`src/rtl/axi_rd_arbiter.sv`:
```
// Read-side arbiter and address router: IFU/LSU masters -> CLINT/MEM slaves.
// One read transaction in flight at a time; unmapped reads are answered
// internally with a single DECERR beat.
// Optional feature: define ARB_ROUND_ROBIN_EN for round-robin tie-breaking;
// otherwise LSU has fixed priority on simultaneous requests.
module axi_rd_arbiter (
  input  logic        clock,
  input  logic        reset,
  // IFU master
  input  logic [31:0] ifu_araddr_i,
  input  logic [3:0]  ifu_arid_i,
  input  logic [7:0]  ifu_arlen_i,
  input  logic        ifu_arvalid_i,
  output logic        ifu_arready_o,
  output logic [63:0] ifu_rdata_o,
  output logic [1:0]  ifu_rresp_o,
  output logic        ifu_rlast_o,
  output logic [3:0]  ifu_rid_o,
  output logic        ifu_rvalid_o,
  input  logic        ifu_rready_i,
  // LSU master
  input  logic [31:0] lsu_araddr_i,
  input  logic [3:0]  lsu_arid_i,
  input  logic [7:0]  lsu_arlen_i,
  input  logic        lsu_arvalid_i,
  output logic        lsu_arready_o,
  output logic [63:0] lsu_rdata_o,
  output logic [1:0]  lsu_rresp_o,
  output logic        lsu_rlast_o,
  output logic [3:0]  lsu_rid_o,
  output logic        lsu_rvalid_o,
  input  logic        lsu_rready_i,
  // MEM slave
  output logic [31:0] mem_araddr_o,
  output logic [3:0]  mem_arid_o,
  output logic [7:0]  mem_arlen_o,
  output logic        mem_arvalid_o,
  input  logic        mem_arready_i,
  input  logic [63:0] mem_rdata_i,
  input  logic [1:0]  mem_rresp_i,
  input  logic        mem_rlast_i,
  input  logic [3:0]  mem_rid_i,
  input  logic        mem_rvalid_i,
  output logic        mem_rready_o,
  // CLINT slave
  output logic [31:0] clint_araddr_o,
  output logic        clint_arvalid_o,
  input  logic        clint_arready_i,
  input  logic [63:0] clint_rdata_i,
  input  logic [1:0]  clint_rresp_i,
  input  logic        clint_rlast_i,
  input  logic [3:0]  clint_rid_i,
  input  logic        clint_rvalid_i,
  output logic        clint_rready_o
);

  typedef enum logic [1:0] {StIdle, StAr, StR, StErr} state_e;
  typedef enum logic [1:0] {TgtNone, TgtClint, TgtMem} target_e;

  state_e      state_q;
  target_e     target_q;
  logic        owner_lsu_q;
  logic [31:0] addr_q;
  logic [3:0]  id_q;
  logic [7:0]  len_q;

  // Slave IDs are not used: the response ID is always the latched master ID.
  logic unused_rid;
  assign unused_rid = ^{clint_rid_i, mem_rid_i};

  logic        req_any;
  logic        tie_lsu;
  logic        grant_lsu;
  logic [31:0] win_addr;
  logic [3:0]  win_id;
  logic [7:0]  win_len;
  target_e     win_target;

  assign req_any   = ifu_arvalid_i | lsu_arvalid_i;
  assign grant_lsu = lsu_arvalid_i & (~ifu_arvalid_i | tie_lsu);

`ifdef ARB_ROUND_ROBIN_EN
  // 1 when LSU was granted last; reset value makes the first tie go to IFU.
  logic last_lsu_q;

  assign tie_lsu = ~last_lsu_q;

  // Round-robin pointer, updated on every grant.
  always_ff @(posedge clock or negedge reset) begin
    if (!reset) begin
      last_lsu_q <= 1'b1;
    end else if (state_q == StIdle && req_any) begin
      last_lsu_q <= grant_lsu;
    end
  end
`else
  assign tie_lsu = 1'b1;
`endif

  // Winner request mux and fixed address-map decode.
  always_comb begin
    win_addr   = grant_lsu ? lsu_araddr_i : ifu_araddr_i;
    win_id     = grant_lsu ? lsu_arid_i   : ifu_arid_i;
    win_len    = grant_lsu ? lsu_arlen_i  : ifu_arlen_i;
    win_target = TgtNone;
    if (win_addr[31:16] == 16'h0200) begin
      win_target = TgtClint;
    end else if (win_addr[31:27] == 5'b10000) begin
      win_target = TgtMem;
    end
  end

  // Selected-slave and owner-side views of the handshake signals.
  logic        tgt_arready;
  logic        tgt_rvalid;
  logic [63:0] tgt_rdata;
  logic [1:0]  tgt_rresp;
  logic        tgt_rlast;
  logic        own_rready;

  always_comb begin
    tgt_arready = 1'b0;
    tgt_rvalid  = 1'b0;
    tgt_rdata   = 64'd0;
    tgt_rresp   = 2'b00;
    tgt_rlast   = 1'b0;
    if (target_q == TgtMem) begin
      tgt_arready = mem_arready_i;
      tgt_rvalid  = mem_rvalid_i;
      tgt_rdata   = mem_rdata_i;
      tgt_rresp   = mem_rresp_i;
      tgt_rlast   = mem_rlast_i;
    end else if (target_q == TgtClint) begin
      tgt_arready = clint_arready_i;
      tgt_rvalid  = clint_rvalid_i;
      tgt_rdata   = clint_rdata_i;
      tgt_rresp   = clint_rresp_i;
      tgt_rlast   = clint_rlast_i;
    end
    own_rready = owner_lsu_q ? lsu_rready_i : ifu_rready_i;
  end

  // Transaction FSM with latched request fields, owner and target.
  always_ff @(posedge clock or negedge reset) begin
    if (!reset) begin
      state_q     <= StIdle;
      target_q    <= TgtNone;
      owner_lsu_q <= 1'b0;
      addr_q      <= 32'd0;
      id_q        <= 4'd0;
      len_q       <= 8'd0;
    end else begin
      unique case (state_q)
        StIdle: begin
          if (req_any) begin
            owner_lsu_q <= grant_lsu;
            addr_q      <= win_addr;
            id_q        <= win_id;
            len_q       <= win_len;
            target_q    <= win_target;
            state_q     <= (win_target == TgtNone) ? StErr : StAr;
          end
        end
        StAr: begin
          if (tgt_arready) state_q <= StR;
        end
        StR: begin
          if (tgt_rvalid && own_rready && tgt_rlast) state_q <= StIdle;
        end
        StErr: begin
          if (own_rready) state_q <= StIdle;
        end
        default: state_q <= StIdle;
      endcase
    end
  end

  // Owner-bound response beat before steering to IFU or LSU.
  logic        r_valid;
  logic [63:0] r_data;
  logic [1:0]  r_resp;
  logic        r_last;
  logic [3:0]  r_id;

  // Output decode: everything not driven by the current state stays 0.
  always_comb begin
    ifu_arready_o   = 1'b0;
    lsu_arready_o   = 1'b0;
    mem_araddr_o    = 32'd0;
    mem_arid_o      = 4'd0;
    mem_arlen_o     = 8'd0;
    mem_arvalid_o   = 1'b0;
    mem_rready_o    = 1'b0;
    clint_araddr_o  = 32'd0;
    clint_arvalid_o = 1'b0;
    clint_rready_o  = 1'b0;
    r_valid         = 1'b0;
    r_data          = 64'd0;
    r_resp          = 2'b00;
    r_last          = 1'b0;
    r_id            = 4'd0;

    unique case (state_q)
      StIdle: begin
        ifu_arready_o = req_any & ~grant_lsu;
        lsu_arready_o = grant_lsu;
      end
      StAr: begin
        if (target_q == TgtMem) begin
          mem_arvalid_o = 1'b1;
          mem_araddr_o  = addr_q;
          mem_arid_o    = id_q;
          mem_arlen_o   = len_q;
        end else if (target_q == TgtClint) begin
          clint_arvalid_o = 1'b1;
          clint_araddr_o  = addr_q;
        end
      end
      StR: begin
        r_valid = tgt_rvalid;
        r_data  = tgt_rdata;
        r_resp  = tgt_rresp;
        r_last  = tgt_rlast;
        r_id    = id_q;
        if (target_q == TgtMem) begin
          mem_rready_o = own_rready;
        end else if (target_q == TgtClint) begin
          clint_rready_o = own_rready;
        end
      end
      StErr: begin
        // Single DECERR beat regardless of the requested length.
        r_valid = 1'b1;
        r_resp  = 2'b11;
        r_last  = 1'b1;
        r_id    = id_q;
      end
      default: ;
    endcase
  end

  // Steer the response beat to the owning master only.
  always_comb begin
    ifu_rvalid_o = 1'b0;
    ifu_rdata_o  = 64'd0;
    ifu_rresp_o  = 2'b00;
    ifu_rlast_o  = 1'b0;
    ifu_rid_o    = 4'd0;
    lsu_rvalid_o = 1'b0;
    lsu_rdata_o  = 64'd0;
    lsu_rresp_o  = 2'b00;
    lsu_rlast_o  = 1'b0;
    lsu_rid_o    = 4'd0;
    if (owner_lsu_q) begin
      lsu_rvalid_o = r_valid;
      lsu_rdata_o  = r_data;
      lsu_rresp_o  = r_resp;
      lsu_rlast_o  = r_last;
      lsu_rid_o    = r_id;
    end else begin
      ifu_rvalid_o = r_valid;
      ifu_rdata_o  = r_data;
      ifu_rresp_o  = r_resp;
      ifu_rlast_o  = r_last;
      ifu_rid_o    = r_id;
    end
  end

endmodule
```
`config.mk`:
```
export PLATFORM = sky130hd
export DESIGN_NAME = axi_rd_arbiter
export DESIGN_NICKNAME = d
export VERILOG_FILES = /design/src/rtl/axi_rd_arbiter.sv
export SDC_FILE = /design/constraint.sdc
export NUM_CORES = 1
export LEC_CHECK = 0
export CORE_AREA = 2 2 183 185
export CTS_BUF_LIST = sky130_fd_sc_hd__clkbuf_8
export CTS_CLUSTER_SIZE = 25
export DETAILED_ROUTE_END_ITERATION = 8
export DIE_AREA = 0 0 185 187
export REMOVE_ABC_BUFFERS = 1
export SYNTH_ARGS = -nofsm -noshare
export SYNTH_HDL_FRONTEND = slang
export SYNTH_SLANG_ARGS = --single-unit
```
`constraint.sdc`:
```
create_clock -name clock -period 2.09 [get_ports clock]
set_input_delay 0.418 -clock clock [delete_from_list [all_inputs] [get_ports clock]]
set_output_delay 0.418 -clock clock [all_outputs]
set_load 0.05 [all_outputs]
```
==> flow_summary.ini <==
[setup_path]
end_kind = output pin
cp.arrival_ps = 1920
rr_endpoint = state_q[1]$_DFFE_PN0P_
cp_num_cells = 7
critPathSlowestCell = dfrtp_1
cpPeakStageDelay_ps = 410
critPathTopFamily = buffers and inverters
path_max_fanout = 15
start_kind = flop
crit_buf_inv = 3
rr_worst_depth = 7
rr_startpoint = target_q[0]$_DFFE_PN0P_
crit_chain = nor2b_2, and3_4, buf_12, buf_12, a22oi_2, nor2_2, buf_12
required_ps = 1670
crit_top_cell = buf_12
crit_type = flop to output pin
rrSetupSlack_ps = 230

[clock_tree]
clkTransAtPathRegs_ps = 100
htree_levels = 2
clk_latency_ps = 300
cts_buffer_depth = 2
cts_buffers = 5
cts_tree = yes
cts_hold_buf = 0
cts.sinks = 49
clockRootBuffer = clkbuf_8

[routing]
wl_microns = 31500
drc = 0
wl_per_cell_microns = 20.9
drtPass1Iterations = 5
avgViaCountPerCell = 4.15
ant_nets = 0
vias = 6260
drtIter0Drc = 192

[timing]
slew_viol_final = 0
final-setup-viol-count = 215
timing.final.crit_share_pct = 112
fin_ws_ps = -253
hold_viol_final = 0
relSlewSlack_pct = 54.5
tightest_slew_ps = 683
tns_ps = -37800
rsz0062_at_grt = yes
period_needed_ps = 2340
fin_skew_ps = 7.61
fmax_ghz = 0.427

[die]
core_region_area_sq_mm = 0.0329
die_area_sq_mm = 0.0346
io_pins = 466
die_height_microns = 187
die_w_microns = 185
start_util_pct = 12.7
rows = 67

[final_layout]
stdcell_count = 1507
finalNetCount = 1296
area_growth_pct = 215
drive_gt1_share_pct = 53.8

[power_and_ir_drop]
p_sw_mw = 0.539
pwr-share-clk_pct = 28.0
p_leak_nw = 5.09
power.share.switching_pct = 24.7
seqPwrFrac_pct = 43.4
intPower_mw = 1.64
powerDensity_mw_per_mm2 = 166
ir_drop_mv = 0.270
combPwrFrac_pct = 28.6

[synth]
netlist_area_sq_mm = 0.00419
synth_cell_types = 32
synth_edf_count = 0
syn_area_per_cell_sq_um = 7.27
ys_warn_count = 0
synth-seq-area-share_pct = 29.3
yosys_register_bits = 49
synth_common_cells = nor2_1 (140), and2_1 (83), a22oi_1 (65)
netlist_top_cells_area = dfrtp_1 (29%), nor2_1 (13%), and2_1 (12%)
synth.largest_area_cell = dfrtp_1
synth_cells = 576
synth.most_common_cell = nor2_1
synth_top_area_share_pct = 29.3
async_flop_share_pct = 100
synthFlopType = dfrtp_1

[place]
dp_hpwl_microns = 25000
dp_slack_ps = -317
place_inst = 1470
place.gp.congestion = 0.867
io_buffers = 457

[global_route]
overflow = 0
grtUsageTotal_pct = 16.9
grt_pass1_vias = 6462
antenna_found_initial = 6
grt_max_degree = 50
grt_pass1_wl_microns = 43200

[job]
drv_cap = 0

[min_path]
hp-class = primary input to async pin

[run_status]
violations = setup timing
outcome = finished, violations left
-- kinds of logic (layout without fill, tap and decap cells) --
family                 count (synthesis)  after routing  share of synthesized area (%)
AOI/OAI and AO/OA                    125            125                           19.8
buffers and inverters                 58            538                           6.15
DFF                                   49             49                           29.3
muxes                                 45             45                           10.8
other                                  0              3                              0
and+or+nand+nor                      299            299                           34.0
-- cell usage in the layout (no fill, tap or decap), types with 4 or more instances in the layout --
| master | n |
|---|---|
| dfrtp_1 | 47 |
| nor2_1 | 29 |
| a22oi_2 | 55 |
| nor2_4 | 4 |
| clkdlybuf4s50_1 | 229 |
| nor2_2 | 107 |
| and2_1 | 8 |
| a221o_1 | 4 |
| mux2i_1 | 45 |
| buf_6 | 6 |
| clkbuf_8 | 6 |
| nand2_1 | 47 |
| clkbuf_16 | 12 |
| a22oi_1 | 10 |
| buf_16 | 5 |
| o21ai_1 | 48 |
| buf_12 | 229 |
| and3_1 | 4 |
| and2_4 | 75 |
| buf_4 | 44 |
-- layout make-up --
class                      count  area (sq um)
clock buffer                   6          82.6
antenna                        3          7.51
sequential                    49          1230
multi-input combinational    469          3530
tap                          448           561
timing repair buffer         528          7740
clock inverter                 1          7.51
inverter                       3          11.3
fill                        3151         19700
-- state kept, by name (all words and copies together), names as in the netlist --
signal       cells
target_q         2
addr_q          32
owner_lsu_q      1
state_q          2
len_q            8
id_q             4
-- power by group through the flow --
| stage | logic, mW | clock network, mW | registers (mW) |
|---|---|---|---|
| finish | 0.624 | 0.611 | 0.947 |
| global route | 0.657 | 0.670 | 0.947 |
| CTS | 0.613 | 0.652 | 0.947 |
| detailed placement | 0.601 | 0 | 0.966 |
| global placement | 0.596 | 0 | 0.966 |
| floorplan | 0.0635 | 0 | 0.966 |
-- how the worst max path moves through the flow --
stage                       startpoint                      to
3_5_place_dp          lsu_araddr_i[22]  state_q[1]$_DFFE_PN0P_
2_1_floorplan            lsu_arvalid_i   addr_q[0]$_DFFE_PN0P_
4_1_cts        target_q[1]$_DFFE_PN0P_         ifu_rdata_o[36]
5_1_grt        target_q[0]$_DFFE_PN0P_         ifu_rdata_o[32]
6_report       target_q[0]$_DFFE_PN0P_          lsu_rdata_o[8]
3_3_place_gp          lsu_araddr_i[22]  state_q[1]$_DFFE_PN0P_
-- per-layer routing --
metal	vias to the layer above	routed length, microns	global-route usage (%)
met4	0	524	3.39
li1	2942	-	-
met5	-	0	0
met2	335	16300	31.3
met3	28	2660	4.09
met1	2955	12000	19.5
-- metrics by stage --
step                      util, %  power [mW]  hold slack, ps  instance area [sq um]
after floorplan                 -        1.03             122                   3940
after global placement       35.7        1.56             458                  11700
after detailed placement     35.7        1.57             467                  11700
after CTS                    38.0        2.21             228                  12500
after global routing         40.1        2.27             270                  13200
final                        40.1        2.18             209                  13200
-- what timing repair did --
action | in CTS | in global routing
gates cloned | 5 | 8
endpoints found under the setup margin | 219 | 222
pin swaps | 24 | 57
resized for setup | 150 | 135
buffers inserted | 7 | 11
(Power assumes the default switching activity.)
